### config.mk
export PLATFORM = sky130hd
export DESIGN_NAME = hazard_ctrl
export DESIGN_NICKNAME = d
export VERILOG_FILES = /design/src/rtl/hazard_pkg.sv /design/src/rtl/md_busy_counter.sv /design/src/rtl/hazard_ctrl.sv
export SDC_FILE = /design/constraint.sdc
export NUM_CORES = 1
export LEC_CHECK = 0
export ABC_AREA = 1
export BUFFER_PORTS_ARGS = -buffer_cell sky130_fd_sc_hd__buf_2
export CAP_MARGIN = 25
export CELL_PAD_IN_SITES_DETAIL_PLACEMENT = 0
export CELL_PAD_IN_SITES_GLOBAL_PLACEMENT = 1
export CORE_AREA = 2 2 72 74
export CTS_BUF_LIST = sky130_fd_sc_hd__clkbuf_8 sky130_fd_sc_hd__clkbuf_16
export CTS_CLUSTER_SIZE = 30
export DETAILED_ROUTE_END_ITERATION = 8
export DIE_AREA = 0 0 74 76
export GPL_TIMING_DRIVEN = 0
export MAX_ROUTING_LAYER = met4
export PLACE_DENSITY_LB_ADDON = 0.1
export SYNTH_ARGS = -nofsm -noshare
export SYNTH_HDL_FRONTEND = slang
export SYNTH_SLANG_ARGS = --single-unit
### constraint.sdc
create_clock -name clk -period 3.6 [get_ports clk]
set_input_delay 0.36 -clock clk [delete_from_list [all_inputs] [get_ports clk]]
set_output_delay 0.36 -clock clk [all_outputs]
set_load 0.05 [all_outputs]
### src/rtl/hazard_pkg.sv
// Shared constants, scoreboard entry type and small helpers for the MIPS hazard controller.
package hazard_pkg;

  localparam logic [1:0] FWD_RF = 2'd0;
  localparam logic [1:0] FWD_E  = 2'd1;
  localparam logic [1:0] FWD_M  = 2'd2;
  localparam logic [1:0] FWD_W  = 2'd3;

  localparam logic [1:0] TUSE_NONE = 2'd3;
  localparam logic [1:0] TNEW_ALU  = 2'd1;
  localparam logic [1:0] TNEW_LOAD = 2'd2;
  localparam logic [1:0] TNEW_LINK = 2'd0;

  localparam int MULT_CYCLES_DEFAULT = 5;
  localparam int DIV_CYCLES_DEFAULT  = 10;

  typedef struct packed {
    logic [4:0] wa;
    logic [1:0] tnew;
  } sb_entry_t;

  function automatic logic [1:0] dec_sat0(input logic [1:0] t);
    return (t == 2'd0) ? 2'd0 : t - 2'd1;
  endfunction

  // Register $0 is hard-wired, so it never matches a pending write.
  function automatic logic reg_hit(input logic [4:0] src, input logic [4:0] wa);
    return (src != 5'd0) && (src == wa);
  endfunction

endpackage

### src/rtl/md_busy_counter.sv
// HI/LO multiply/divide busy counter: loads on an accepted start, counts down to zero.
module md_busy_counter
  import hazard_pkg::*;
#(
  parameter int MULT_CYCLES = MULT_CYCLES_DEFAULT,
  parameter int DIV_CYCLES  = DIV_CYCLES_DEFAULT
) (
  input  logic clk,
  input  logic reset,
  input  logic i_start,
  input  logic i_is_div,
  input  logic i_accept,
  output logic o_busy
);

  logic [3:0] r_cnt;
  logic [3:0] w_load_val;

  // Select the operation latency to load.
  always_comb begin
    w_load_val = 4'd0;
    if (i_is_div) begin
      w_load_val = 4'(DIV_CYCLES);
    end else begin
      w_load_val = 4'(MULT_CYCLES);
    end
  end

  // Counter: a start only loads when the issuing instruction leaves D.
  always_ff @(posedge clk or posedge reset) begin
    if (reset) begin
      r_cnt <= 4'd0;
    end else if (i_start && i_accept) begin
      r_cnt <= w_load_val;
    end else if (r_cnt != 4'd0) begin
      r_cnt <= r_cnt - 4'd1;
    end else begin
      r_cnt <= r_cnt;
    end
  end

  assign o_busy = (r_cnt != 4'd0);

endmodule

### src/rtl/hazard_ctrl.sv
// Five-stage MIPS hazard controller: Tuse/Tnew scoreboard stalls, D/E forwarding selects
// and HI/LO busy interlock.
module hazard_ctrl
  import hazard_pkg::*;
#(
  parameter int MULT_CYCLES = MULT_CYCLES_DEFAULT,
  parameter int DIV_CYCLES  = DIV_CYCLES_DEFAULT
) (
  input  logic       clk,
  input  logic       reset,
  input  logic [4:0] rsD,
  input  logic [4:0] rtD,
  input  logic [1:0] TuseRsD,
  input  logic [1:0] TuseRtD,
  input  logic [4:0] waD,
  input  logic [1:0] TnewD,
  input  logic       mdStartD,
  input  logic       mdDivD,
  input  logic       mdUseD,
  input  logic [4:0] rsE,
  input  logic [4:0] rtE,
  output logic       stallF,
  output logic       stallD,
  output logic       clrE,
  output logic [1:0] fwdRsD,
  output logic [1:0] fwdRtD,
  output logic [1:0] fwdRsE,
  output logic [1:0] fwdRtE,
  output logic       mdBusy
);

  sb_entry_t  r_sb_e;
  sb_entry_t  r_sb_m;
  logic [4:0] r_wa_w;

  logic w_stall_rs;
  logic w_stall_rt;
  logic w_stall_md;
  logic w_stall;
  logic w_md_busy;

  function automatic logic operand_stall(input logic [4:0] src, input logic [1:0] tuse,
                                         input sb_entry_t e, input sb_entry_t m);
    logic s;
    s = 1'b0;
    if (tuse != TUSE_NONE) begin
      s = (reg_hit(src, e.wa) && (tuse < e.tnew)) || (reg_hit(src, m.wa) && (tuse < m.tnew));
    end else begin
      s = 1'b0;
    end
    return s;
  endfunction

  function automatic logic [1:0] fwd_d_sel(input logic [4:0] src, input sb_entry_t e,
                                           input sb_entry_t m, input logic [4:0] wa_w);
    logic [1:0] sel;
    sel = FWD_RF;
    if (reg_hit(src, e.wa) && (e.tnew == 2'd0)) begin
      sel = FWD_E;
    end else if (reg_hit(src, m.wa) && (m.tnew == 2'd0)) begin
      sel = FWD_M;
    end else if (reg_hit(src, wa_w)) begin
      sel = FWD_W;
    end else begin
      sel = FWD_RF;
    end
    return sel;
  endfunction

  function automatic logic [1:0] fwd_e_sel(input logic [4:0] src, input sb_entry_t m,
                                           input logic [4:0] wa_w);
    logic [1:0] sel;
    sel = FWD_RF;
    if (reg_hit(src, m.wa) && (m.tnew == 2'd0)) begin
      sel = FWD_M;
    end else if (reg_hit(src, wa_w)) begin
      sel = FWD_W;
    end else begin
      sel = FWD_RF;
    end
    return sel;
  endfunction

  // Stall decision from the scoreboard and the D-stage demands.
  always_comb begin
    w_stall_rs = operand_stall(rsD, TuseRsD, r_sb_e, r_sb_m);
    w_stall_rt = operand_stall(rtD, TuseRtD, r_sb_e, r_sb_m);
    w_stall_md = mdUseD && w_md_busy;
    w_stall    = w_stall_rs || w_stall_rt || w_stall_md;
  end

  // Forwarding selects for both D and E operands.
  always_comb begin
    fwdRsD = fwd_d_sel(rsD, r_sb_e, r_sb_m, r_wa_w);
    fwdRtD = fwd_d_sel(rtD, r_sb_e, r_sb_m, r_wa_w);
    fwdRsE = fwd_e_sel(rsE, r_sb_m, r_wa_w);
    fwdRtE = fwd_e_sel(rtE, r_sb_m, r_wa_w);
  end

  // Scoreboard shift; a stalled D instruction leaves a bubble in E.
  always_ff @(posedge clk or posedge reset) begin
    if (reset) begin
      r_sb_e.wa   <= 5'd0;
      r_sb_e.tnew <= 2'd0;
      r_sb_m.wa   <= 5'd0;
      r_sb_m.tnew <= 2'd0;
      r_wa_w      <= 5'd0;
    end else begin
      r_wa_w      <= r_sb_m.wa;
      r_sb_m.wa   <= r_sb_e.wa;
      r_sb_m.tnew <= dec_sat0(r_sb_e.tnew);
      if (w_stall) begin
        r_sb_e.wa   <= 5'd0;
        r_sb_e.tnew <= 2'd0;
      end else begin
        r_sb_e.wa   <= waD;
        r_sb_e.tnew <= TnewD;
      end
    end
  end

  md_busy_counter #(
    .MULT_CYCLES(MULT_CYCLES),
    .DIV_CYCLES (DIV_CYCLES)
  ) u_md_busy (
    .clk     (clk),
    .reset   (reset),
    .i_start (mdStartD),
    .i_is_div(mdDivD),
    .i_accept(!w_stall),
    .o_busy  (w_md_busy)
  );

  assign stallF = w_stall;
  assign stallD = w_stall;
  assign clrE   = w_stall;
  assign mdBusy = w_md_busy;

endmodule

== Word-level counts from Yosys, hierarchy flattened ==
Cells that the tools add are included.
W data, S select, Z words.
Storage, ports and cells
  register bits after elaboration: 23
  bits in latches: 0
  bits in writable memories: 0
  ROM bits: 0
  output and inout bits: 12
  word-level logic and storage cells: 76
  memories: 0
Operators by class
  $add $sub $neg: 2
  multipliers: 0
  divide/modulo/power cells: 0
  order comparisons: 4
  equal/unequal tests: 12
  shift-type cells: 0
  multiplexer cells: 17
  bitwise logic cells: 0
  reduce and logical (&&, ||, !) cells: 35
Operators with widths (number)
  $eq A5 B5 Y1: 10
  $logic_and A1 B1 Y1: 22
  $mux W2: 11
  $reduce_bool A5 Y1: 4
  $mux W4: 3
  $lt A2 B2 Y1: 4
  $mux W7: 1
  $logic_not A2 Y1: 2
  $logic_or A1 B1 Y1: 4
  $ne A2 B2 Y1 const B: 2
  $reduce_bool A4 Y1: 1
  $sub A4 B1 Y4 const B: 1
  $mux W1: 2
  $reduce_bool A2 Y1: 1
  $sub A2 B1 Y2 const B: 1
  $logic_not A1 Y1: 1

== Logic depth before layout (Yosys ltp) ==
  depth after elaboration: 10
  gate-level depth with buffers: 13
  gate-level depth less buffers: 13

== By module ==
From an unflattened synthesis, not the netlist that was laid out.
Second synthesis, totals
  cells, all modules: 248
  area total of the unflattened synthesis: 1830.5 µm²
By module, submodules not included
  hazard_ctrl: instances 1, cells each 216, area an instance 1541.5 µm²
  md_busy_counter: instances 1, cells each 32, area an instance 289.0 µm²

== Least setup slack after synthesis ==
No wires, ideal clock.
  kind: register -> output
  start: reg r_wa_w[0]
  end: out fwdRtD[1]
  arrival: 2114 ps
  data required time: 3240 ps
  setup slack: 1126 ps
  stages on the path, launching flop included: 6
  path buffers: 0
  cell sequence: dfrtp_1 -> xor2_1 -> nor4_1 -> and2_1 -> inv_1 -> a21boi_0
Between the ends
  longest elaborated chain between the ends: 5
Ends and longest elaborated chain
  start, declared: line hazard_ctrl.sv:34  | logic [4:0] r_wa_w;
  start signal, assigned: line hazard_ctrl.sv:109  | r_wa_w <= r_sb_m.wa;
  $eq A5 B5 Y1: line hazard_pkg.sv:28  | return (src != 5'd0) && (src == wa);
  $logic_and A1 B1 Y1: line hazard_pkg.sv:28
  $mux W2: line hazard_ctrl.sv:62  | end else if (reg_hit(src, wa_w)) begin
  $mux W2: line hazard_ctrl.sv:60  | end else if (reg_hit(src, m.wa) && (m.tnew == 2'd0)) begin
  $mux W2: line hazard_ctrl.sv:58  | if (reg_hit(src, e.wa) && (e.tnew == 2'd0)) begin
  end, declared: line hazard_ctrl.sv:26  | output logic [1:0] fwdRtD,
No other way between the ends.

== Final worst setup path ==
  start: reg r_sb_e[1] in the netlist's numbering
  end: out stallF
Between the ends
  longest elaborated chain between the ends: 6
  elaborated cells between the ends (all ways): 10
  classes of those cells: 2 x order compare; 2 x mux; 6 x reduce/logical
Ends and longest elaborated chain
  start, declared: line hazard_ctrl.sv:32  | sb_entry_t r_sb_e;
  $lt A2 B2 Y1: line hazard_ctrl.sv:47  | s = (reg_hit(src, e.wa) && (tuse < e.tnew)) || (reg_hit(src, m.wa) && (tuse < m.tnew));
  $logic_and A1 B1 Y1: line hazard_ctrl.sv:47
  $logic_or A1 B1 Y1: line hazard_ctrl.sv:47
  $mux W1: line hazard_ctrl.sv:46  | if (tuse != TUSE_NONE) begin
  $logic_or A1 B1 Y1 (*) (2 in series): line hazard_ctrl.sv:89  | w_stall = w_stall_rs || w_stall_rt || w_stall_md;
  end, declared: line hazard_ctrl.sv:22  | output logic stallF,
Mark *: on every way between the ends. The rest lies on a longest branch, timed or not.

==> impl_metrics.tcl <==
set metrics [dict create \
    htree_levels 1 \
    power.total_mw 0.932 \
    num_vias 1582 \
    wl_per_cell_microns 11.4 \
    drive_above_1_share_pct 20.8 \
    synth_top_area_share_pct 32.1 \
    n_fill_cell 541 \
    synth_top_cell_by_area "dfrtp_1" \
    fp.dieArea_sq_um 5620 \
    cts-root-buf "clkbuf_8" \
    track_usage_pct 16.6 \
    hold_path.class "in2async" \
    drtIter0Drc 51 \
    setup_viol 0 \
    end_kind "primary output" \
    nets 336 \
    post-cts-setup-buffers 0 \
    viasPerCell 4.36 \
    drtPass1Iterations 4 \
    layout_commonest_cell "nand2_1" \
    fin_crit_ns 2.38 \
    clock_sinks 23 \
    cts_resized 0 \
    status "finished clean" \
    relSlewSlack_pct 41.6 \
    diodes 0 \
    synth.net_count 284 \
    crit_path_start_kind "flip-flop" \
    yosysWarnings 0 \
    ff2ff_setup_slack_ns 1.89 \
    setup_tns_ns 0 \
    seq_area_frac_synth_pct 32.1 \
    cp_max_fo 11 \
    p_per_area_nw_per_um2 431 \
    fp.dieW_microns 74 \
    synth_area_leaders "dfrtp_1, xnor2_1, nand2_1" \
    num_rows 26 \
    ctsHoldBuffers 0 \
    r2r-end "u_md_busy.r_cnt[1]" \
    grt_max_degree 24 \
    initial_core_util_pct 36.5 \
    gp_congestion 0.842 \
    vdd_ir_drop_max_mv 0.268 \
    synthCells 242 \
    max_freq_ghz 0.421 \
    cts_buffers 3 \
    syn_area_sq_um 1790 \
    cts_max_path_buffers 2 \
    maxSlewViolCount 0 \
    io_pins 48 \
    coreArea_sq_um 4910 \
    routed_wl_microns 4150 \
    r2r_cells 10 \
    synth_cell_types 26 \
    cp_slowest_cell "dfrtp_1" \
    reg2reg_from "r_sb_e[1]" \
    cts_tree "done" \
    p_leak_nw 1.17 \
    dp_hpwl_microns 3440 \
    clock_skew_ns 0.00559 \
    syn_to_final_growth_pct 20.6 \
    syn_area_per_cell_sq_um 7.41 \
    slowest_delay_ns 0.38 \
    grt_overflow 0 \
    grt_setup_unrepaired "no" \
    grt_pass1_vias 1524 \
    cp.arrival_ns 2.02 \
    required_ns 3.24 \
    worst_pin_slew_ns 0.875 \
    final_cell_mix "nand2_1, buf_2, inv_1, nor2_1, xnor2_1" \
    drc_errors 0 \
    ys_seq_elements 23 \
    clock_latency_ns 0.26 \
    clk_pin_slew_ns 0.08 \
    path_cells "inv_1 -> ha_1 -> a21oi_1 -> nand3_1 -> nand2_1 -> nand2_2 -> nand3_4 -> buf_4 -> buf_2" \
    final_antenna_net_count 0 \
    final_hold_viol_count 0 \
    portBuffers 47 \
    die_h_microns 76 \
    grt_antenna_before_repair 0 \
    grt_pass1_wl_microns 7200 \
    timing.final.crit_share_pct 66.0 \
    worstSetupPathType "reg2out" \
    maxCapViolations 0 \
]
critical path, delay by kind of cell, from the launching register on:
family,cells,cell delay [ns]
compound gates,1,0.17
fa+ha+maj,1,0.26
buf+inv,3,0.52
flops,1,0.38
simple gates,4,0.42
final cells by class:
cell class | instances | area (sq um) | area share [%]
plain buffers | 2 | 15.0 | 0.694
clock buffers | 3 | 41.3 | 1.91
clock inverters | 1 | 5.00 | 0.231
inverters | 42 | 158 | 7.29
multi-input cells | 175 | 1040 | 48.3
flip-flops and latches | 23 | 576 | 26.6
well taps | 70 | 87.6 | 4.05
repair buffers | 47 | 235 | 10.9
layer usage:
metal	up-vias	wire, microns	GRT usage, %
met1	696	2080	24.9
li1	853	-	-
met5	-	0	-
met2	31	1900	24.4
met3	2	146	1.32
met4	0	17	3.45
sequential cells by signal (all words and copies together), names as in the netlist:
name,flops
r_wa_w,5
r_sb_m,7
u_md_busy.r_cnt,4
r_sb_e,7
where the power goes:
part           switching, mW  internal, mW  total (mW)
Sequential            0.0665         0.309       0.376
Clock                 0.0793        0.0771       0.156
Combinational          0.240         0.159       0.400
Total                  0.386         0.546       0.932
cell usage after synthesis:
master	number
nand2_1	54
inv_1	41
nor2_1	26
xnor2_1	25
dfrtp_1	23
xor2_1	17
nand4_1	8
nand3_1	7
ha_1	6
o21ai_0	6
nor3_1	5
a21oi_1	4
nor4_1	4
buf_4	2
nand2_2	2
nor2_4	2
a21boi_0	1
a21boi_1	1
a21oi_2	1
and2_1	1
inv_2	1
nand3_4	1
nor2_2	1
o2111a_1	1
o2111ai_1	1
o211ai_1	1
cell families after synthesis:
group	Yosys count	synth area share (%)
buffers and inverters	44	9.63
DFF	23	32.1
xor gates and xnor gates	42	20.5
adders and majority gates	6	4.19
AOI/OAI and AO/OA	16	5.65
and+or+nand+nor	111	27.9
per-stage QoR:
step           worst slack, ns  util, %  area [sq um]  hold slack, ns  instances
2_1_floorplan             1.13        -          1790           0.362        242
3_3_place_gp              1.44     43.1          2120           0.446        359
3_5_place_dp              1.44     43.1          2120           0.443        359
4_1_cts                   1.17     44.0          2160           0.280        363
5_1_grt                   1.04     44.0          2160           0.286        363
6_report                  1.22     44.0          2160           0.269        363
worst max-delay path by stage:
stage / start / slack, ns / to
6_report: r_sb_e[1] / 1.22 / stallF
5_1_grt: r_sb_m[6] / 1.04 / stallF
4_1_cts: r_sb_e[1] / 1.17 / stallF
3_5_place_dp: TuseRtD[1] / 1.44 / stallF
3_3_place_gp: TuseRtD[1] / 1.44 / stallD
2_1_floorplan: r_wa_w[0] / 1.13 / fwdRtD[1]
(Power assumes the default switching activity.)
